File: src/rtl/pipe_pkg.sv
// Shared definitions for the ID/EX, EX/MEM and MEM/WB pipeline register bank.
// Contents: default data/address widths, control bundle widths, bit positions
// of every control field, and the function that drops the execute-only fields
// (alu_op, alu_src, imm) when the decode bundle moves into the memory stage.
package pipe_pkg;

   localparam int PIPE_DATA_W = 16;
   localparam int PIPE_ADDR_W = 3;

   localparam int ID_CTRL_W  = 18;
   localparam int MEM_CTRL_W = 13;

   // decode control bundle
   localparam int ID_ALU_OP_HI    = 17;
   localparam int ID_ALU_OP_LO    = 15;
   localparam int ID_JUMP_HI      = 14;
   localparam int ID_JUMP_LO      = 12;
   localparam int ID_REG_WRITE    = 11;
   localparam int ID_ALU_SRC      = 10;
   localparam int ID_MEM_WRITE    = 9;
   localparam int ID_MEM_TO_REG   = 8;
   localparam int ID_MEM_READ     = 7;
   localparam int ID_BRANCH       = 6;
   localparam int ID_IN_PORT      = 5;
   localparam int ID_STACK_DATA   = 4;
   localparam int ID_PC_TO_STACK  = 3;
   localparam int ID_INC_DEC_SP   = 2;
   localparam int ID_IMM          = 1;
   localparam int ID_LDD_STD      = 0;

   // memory-stage control bundle
   localparam int MEM_JUMP_HI     = 12;
   localparam int MEM_JUMP_LO     = 10;
   localparam int MEM_REG_WRITE   = 9;
   localparam int MEM_MEM_WRITE   = 8;
   localparam int MEM_MEM_TO_REG  = 7;
   localparam int MEM_MEM_READ    = 6;
   localparam int MEM_BRANCH      = 5;
   localparam int MEM_IN_PORT     = 4;
   localparam int MEM_STACK_DATA  = 3;
   localparam int MEM_PC_TO_STACK = 2;
   localparam int MEM_INC_DEC_SP  = 1;
   localparam int MEM_LDD_STD     = 0;

   function automatic logic [MEM_CTRL_W-1:0] ex_to_mem_ctrl(input logic [ID_CTRL_W-1:0] c);
      logic [MEM_CTRL_W-1:0] m;
      m = '0;
      m[MEM_JUMP_HI:MEM_JUMP_LO] = c[ID_JUMP_HI:ID_JUMP_LO];
      m[MEM_REG_WRITE]           = c[ID_REG_WRITE];
      m[MEM_MEM_WRITE]           = c[ID_MEM_WRITE];
      m[MEM_MEM_TO_REG]          = c[ID_MEM_TO_REG];
      m[MEM_MEM_READ]            = c[ID_MEM_READ];
      m[MEM_BRANCH]              = c[ID_BRANCH];
      m[MEM_IN_PORT]             = c[ID_IN_PORT];
      m[MEM_STACK_DATA]          = c[ID_STACK_DATA];
      m[MEM_PC_TO_STACK]         = c[ID_PC_TO_STACK];
      m[MEM_INC_DEC_SP]          = c[ID_INC_DEC_SP];
      m[MEM_LDD_STD]             = c[ID_LDD_STD];
      return m;
   endfunction

endpackage

File: src/rtl/pipe_reg.sv
// Generic W-bit pipeline register, loads every rising edge, synchronous
// active-high reset to zero.
// Ports: clk, reset, d [W-1:0] (next value), q [W-1:0] (registered value).
module pipe_reg #(
   parameter int W = 8
) (
   input  logic         clk,
   input  logic         reset,
   input  logic [W-1:0] d,
   output logic [W-1:0] q
);

   logic [W-1:0] r_q;

   always_ff @(posedge clk) begin
      if (reset) r_q <= '0;
      else       r_q <= d;
   end

   assign q = r_q;

endmodule

File: src/rtl/pipe_regs_id_ex_mem_wb.sv
// ID/EX, EX/MEM and MEM/WB register bank of the 5-stage 16-bit processor.
// Every output comes straight from a flop; one cycle per stage, so an ID input
// reaches the WB outputs three edges later. reset clears all stages at once.
// Ports:
//   clk, reset                             clock, sync active-high clear
//   id_ctrl/id_rs_addr/id_rt_addr/
//   id_rd1/id_rd2/id_imm                   decode-stage inputs
//   ex_*                                   ID/EX register outputs
//   ex_alu_out                             ALU result into EX/MEM
//   mem_ctrl/mem_alu_out/mem_rd2/
//   mem_dst_addr                           EX/MEM register outputs
//   mem_data                               memory read data into MEM/WB
//   wb_*                                   MEM/WB register outputs
// Build option: define PIPE_FLUSH_EN to add input ex_flush, which turns the
// ID/EX control capture into a bubble while operands still load.
module pipe_regs_id_ex_mem_wb
   import pipe_pkg::*;
#(
   parameter int DATA_W = PIPE_DATA_W,
   parameter int ADDR_W = PIPE_ADDR_W
) (
   input  logic                  clk,
   input  logic                  reset,
`ifdef PIPE_FLUSH_EN
   input  logic                  ex_flush,
`endif
   input  logic [ID_CTRL_W-1:0]  id_ctrl,
   input  logic [ADDR_W-1:0]     id_rs_addr,
   input  logic [ADDR_W-1:0]     id_rt_addr,
   input  logic [DATA_W-1:0]     id_rd1,
   input  logic [DATA_W-1:0]     id_rd2,
   input  logic [DATA_W-1:0]     id_imm,
   output logic [ID_CTRL_W-1:0]  ex_ctrl,
   output logic [ADDR_W-1:0]     ex_rs_addr,
   output logic [ADDR_W-1:0]     ex_rt_addr,
   output logic [DATA_W-1:0]     ex_rd1,
   output logic [DATA_W-1:0]     ex_rd2,
   output logic [DATA_W-1:0]     ex_imm,
   input  logic [DATA_W-1:0]     ex_alu_out,
   output logic [MEM_CTRL_W-1:0] mem_ctrl,
   output logic [DATA_W-1:0]     mem_alu_out,
   output logic [DATA_W-1:0]     mem_rd2,
   output logic [ADDR_W-1:0]     mem_dst_addr,
   input  logic [DATA_W-1:0]     mem_data,
   output logic                  wb_reg_write,
   output logic                  wb_mem_to_reg,
   output logic                  wb_in_port,
   output logic [ADDR_W-1:0]     wb_write_addr,
   output logic [DATA_W-1:0]     wb_alu_out,
   output logic [DATA_W-1:0]     wb_mem_data
);

   localparam int IDEX_W  = 2*ADDR_W + 3*DATA_W;
   localparam int EXMEM_W = 2*DATA_W + ADDR_W;
   localparam int MEMWB_W = 3 + ADDR_W + 2*DATA_W;

   logic [ID_CTRL_W-1:0] w_id_ctrl_d;
   logic [IDEX_W-1:0]    w_idex_q;
   logic [EXMEM_W-1:0]   w_exmem_q;
   logic [MEMWB_W-1:0]   w_memwb_q;

   // Flush only kills the control bundle; reset still wins inside pipe_reg.
`ifdef PIPE_FLUSH_EN
   assign w_id_ctrl_d = ex_flush ? '0 : id_ctrl;
`else
   assign w_id_ctrl_d = id_ctrl;
`endif

   pipe_reg #(.W(ID_CTRL_W)) u_idex_ctrl (
      .clk   (clk),
      .reset (reset),
      .d     (w_id_ctrl_d),
      .q     (ex_ctrl)
   );

   pipe_reg #(.W(IDEX_W)) u_idex_data (
      .clk   (clk),
      .reset (reset),
      .d     ({id_rs_addr, id_rt_addr, id_rd1, id_rd2, id_imm}),
      .q     (w_idex_q)
   );

   assign {ex_rs_addr, ex_rt_addr, ex_rd1, ex_rd2, ex_imm} = w_idex_q;

   pipe_reg #(.W(MEM_CTRL_W)) u_exmem_ctrl (
      .clk   (clk),
      .reset (reset),
      .d     (ex_to_mem_ctrl(ex_ctrl)),
      .q     (mem_ctrl)
   );

   // rs is the destination register from here on
   pipe_reg #(.W(EXMEM_W)) u_exmem_data (
      .clk   (clk),
      .reset (reset),
      .d     ({ex_alu_out, ex_rd2, ex_rs_addr}),
      .q     (w_exmem_q)
   );

   assign {mem_alu_out, mem_rd2, mem_dst_addr} = w_exmem_q;

   pipe_reg #(.W(MEMWB_W)) u_memwb (
      .clk   (clk),
      .reset (reset),
      .d     ({mem_ctrl[MEM_REG_WRITE], mem_ctrl[MEM_MEM_TO_REG], mem_ctrl[MEM_IN_PORT],
               mem_dst_addr, mem_alu_out, mem_data}),
      .q     (w_memwb_q)
   );

   assign {wb_reg_write, wb_mem_to_reg, wb_in_port, wb_write_addr, wb_alu_out, wb_mem_data} = w_memwb_q;

endmodule

File: config.mk
export PLATFORM = sky130hd
export DESIGN_NAME = pipe_regs_id_ex_mem_wb
export DESIGN_NICKNAME = d
export VERILOG_FILES = /design/src/rtl/pipe_pkg.sv /design/src/rtl/pipe_reg.sv /design/src/rtl/pipe_regs_id_ex_mem_wb.sv
export SDC_FILE = /design/constraint.sdc
export NUM_CORES = 1
export LEC_CHECK = 0
export ABC_CLOCK_PERIOD_IN_PS = 2000
export CORE_ASPECT_RATIO = 1.5
export CORE_MARGIN = 3
export CORE_UTILIZATION = 40
export CTS_BUF_LIST = sky130_fd_sc_hd__clkbuf_4 sky130_fd_sc_hd__clkbuf_8
export DETAILED_ROUTE_END_ITERATION = 12
export HOLD_SLACK_MARGIN = 0.1
export PLACE_DENSITY = 0.93
export SLEW_MARGIN = 40
export SYNTH_ARGS = -nofsm -noshare
export SYNTH_HDL_FRONTEND = slang
export SYNTH_SLANG_ARGS = --single-unit
export TNS_END_PERCENT = 1
File: constraint.sdc
create_clock -name clk -period 2 [get_ports clk]
set_clock_uncertainty 0.05 [all_clocks]
set_input_delay 0.5 -clock clk [delete_from_list [all_inputs] [get_ports clk]]
set_output_delay 0.5 -clock clk [all_outputs]
set_load 0.01 [all_outputs]
==> metrics.csv <==
stage,metric,value,unit
placement,Placement Setup Slack,0.529,ns
die,IO Pins,264,
min_path,Hold Startpoint,reset,
yosys,Syn Nets,439,
yosys,Cell variety after synth,4,
placement,DP Wirelength,9170,µm
min_path,hold worst-path end,u_memwb.q[25]$_SDFF_PP0_,
timing,Tcrit/Tclk final,0.953,
clock_tree,Skew-Pair Late Insertion Delay,0.42,ns
timing,"Slew Viols, Final",0,
yosys,Synth area leaders,"dfxtp_1 (75%), nor2b_1 (23%), buf_2 (1.8%), buf_4 (0.35%)",
setup_path,crit end category,output pin,
power_and_ir_drop,maximum vdd drop,0.666,mV
clock_tree,Clock Sinks,158,
placement,gpl congestion,0.745,
yosys,Synth Area in Adders,0,
timing,unrepaired setup endpoints after global routing,no,
setup_path,Bufs and invs on worst path,1,
yosys,fraction of registers with async set/reset,0,
yosys,sequential share of the synthesized area,0.746,
detailed_routing,drt total wl,11600,µm
global_route,first-pass GRT wire length,17600,µm
timing,final setup margin,0.0942,ns
yosys,post-synthesis mux area share,0,
setup_path,worst reg2reg setup slack,1.30,ns
setup_path,worst reg2reg path depth,1,
global_route,vias in the first global route,3287,
global_route,largest net degree at the start of global routing,69,
setup_path,Crit Path Max Fanout,1,
setup_path,crit-path leading delay family,buffers and inverters,
min_path,WHS Path Cells,2,
setup_path,Worst Setup Start Kind,flip-flop,
die,die height,132,µm
run,Max Cap Viol,0,
detailed_routing,# DRC,0,
setup_path,WP data arrival,1.36,ns
clock_tree,cts bufs inserted,17,
setup_path,"Cell Chain, Critical Path",clkdlybuf4s50_1,
setup_path,Worst R2R Start,u_exmem_data.q[19]$_SDFF_PP0_,
clock_tree,CTS resizes,0,
yosys,post-synthesis cell area,0.00424,mm²
clock_tree,CTS root buf,clkbuf_8,
setup_path,Worst Path Required,1.45,ns
die,die width,90.1,µm
detailed_routing,vias after detailed routing,3157,
detailed_routing,Antenna Violating Nets Remaining,0,
detailed_routing,initial DRC count,56,
die,initial core utilization,0.414,
clock_tree,number of post-CTS setup repair buffers,0,
yosys,leading area contributor after synthesis,dfxtp_1,
die,FP Rows,45,
detailed_routing,vias per inst,4.19,
global_route,grt total ovfl,0,
clock_tree,clock slew at reported path FFs,0.08,ns
yosys,Seq cells post-synth,158,
layout,Total Nets Final,707,
clock_tree,cts hold-fix bufs,0,
clock_tree,worst-case clock buffer depth,2,
setup_path,Critical R2R Capture,u_memwb.q[16]$_SDFF_PP0_,
yosys,largest family of logic cells by synthesized area,simple AND/OR/NAND/NOR gates,
timing,Rel. slew slack,0.802,
timing,fin crit period,1.91,ns
yosys,complex-gate fraction of the synthesized area,0,
detailed_routing,drt first pass iters,4,
yosys,"EDFF count, synth",0,
yosys,Simple-Gate Fraction of Synth Area,0.233,
power_and_ir_drop,PD cells,878,mW/mm²
global_route,initial antenna violation count,0,
die,Placeable Area,0.0102,mm²
min_path,HP Class,in2reg,
yosys,Syn Area/Cell,12.7,µm²
layout,final antenna diode count,0,
setup_path,CP max-delay cell,clkdlybuf4s50_1,
yosys,post-synthesis cell count,333,
power_and_ir_drop,Tot Pwr,0.00652,W
yosys,Yosys warnings,0,
timing,final setup fails,0,
timing,hold_ws,0.363,ns
die,die footprint,0.0119,mm²
layout,final instance area,0.00742,mm²
timing,Tightest Pin Transition,0.297,ns
layout,layout cells sized above 1,0.0571,
yosys,"Top FF cell, synth",dfxtp_1,
global_route,total track usage,0.195,
timing,max frequency,0.525,GHz
setup_path,Levels on crit path,1,
timing,Setup TNS,0,ns
detailed_routing,Avg WL per Cell,15.4,µm
run_status,status,"complete, no violations",
yosys,"top cells by count, synth","dfxtp_1 (158), nor2b_1 (158), buf_2 (15)",
placement,placed cell areas,0.00701,mm²
layout,Area Overhead vs Synth,75.0,%
setup_path,crit-path max cell delay,0.58,ns
clock_tree,# H-tree levels,4,
placement,Port Buf Inserts,263,
power_and_ir_drop,total leakage power,2.86,nW
timing,final hold violation count,0,
setup_path,critical path class,reg2out,
clock_tree,CTS tree,built,
yosys,Synth Area in XOR/XNOR,0,
yosys,proportion of netlist area held by the largest area contributor,0.746,
==> registers in the layout, indices dropped and copies added (netlist names) <==
register / count
u_exmem_data.q: 35
u_idex_ctrl.q: 18
u_idex_data.q: 54
u_memwb.q: 38
u_exmem_ctrl.q: 13
==> placed cells by master (no fill, tap or decap) <==
cell type	synthesis	final
dfxtp_1	158	158
clkbuf_8	0	18
clkinv_2	0	1
buf_12	0	2
clkbuf_4	0	1
nor2b_1	158	158
clkdlybuf4s50_1	0	262
clkinvlp_4	0	4
inv_6	0	1
inv_8	0	1
bufinv_16	0	3
buf_4	2	2
clkinv_4	0	2
==> how the worst max path moves through the flow <==
| stage | from | end |
|---|---|---|
| after floorplan | reset | u_exmem_ctrl.q[0]$_SDFF_PP0_ |
| after global placement | u_exmem_ctrl.q[12]$_SDFF_PP0_ | mem_ctrl[12] |
| after detailed placement | u_exmem_ctrl.q[12]$_SDFF_PP0_ | mem_ctrl[12] |
| after CTS | u_exmem_ctrl.q[12]$_SDFF_PP0_ | mem_ctrl[12] |
| after global routing | u_idex_ctrl.q[5]$_SDFF_PP0_ | ex_ctrl[5] |
| final | u_exmem_ctrl.q[12]$_SDFF_PP0_ | mem_ctrl[12] |
==> kinds of logic (layout without fill, tap and decap cells) <==
| family | Yosys count | after routing |
|---|---|---|
| buffers and inverters | 17 | 297 |
| flip-flops | 158 | 158 |
| AND/OR/NAND/NOR | 158 | 158 |
==> cell type report <==
class                      count  area (µm²)
sequential                   158        3160
clock buffer                  19         255
clock inverter                12         163
tap                          141         176
fill                         687        2820
multi-input combinational    158         988
timing repair buffer         266        2680
==> where the power goes <==
part           total, W  internal, W  leakage [nW]  switching (W)
sequential      0.00335      0.00330          1.31      0.0000535
combinational  0.000758     0.000504          1.35       0.000254
clock           0.00241      0.00129         0.200        0.00112
total           0.00652      0.00509          2.86        0.00143
==> per-stage QoR <==
step,utilization,instances
after detailed placement,0.684,723
after global placement,0.684,723
after CTS,0.724,754
after floorplan,-,333
after global routing,0.724,754
final,0.724,754
==> layer usage <==
metal  part of all wire  track usage
met5                  0            0
met4              0.026       0.0792
met3              0.099       0.0925
met2               0.54        0.363
met1               0.33        0.178
(Power assumes the default switching activity.)
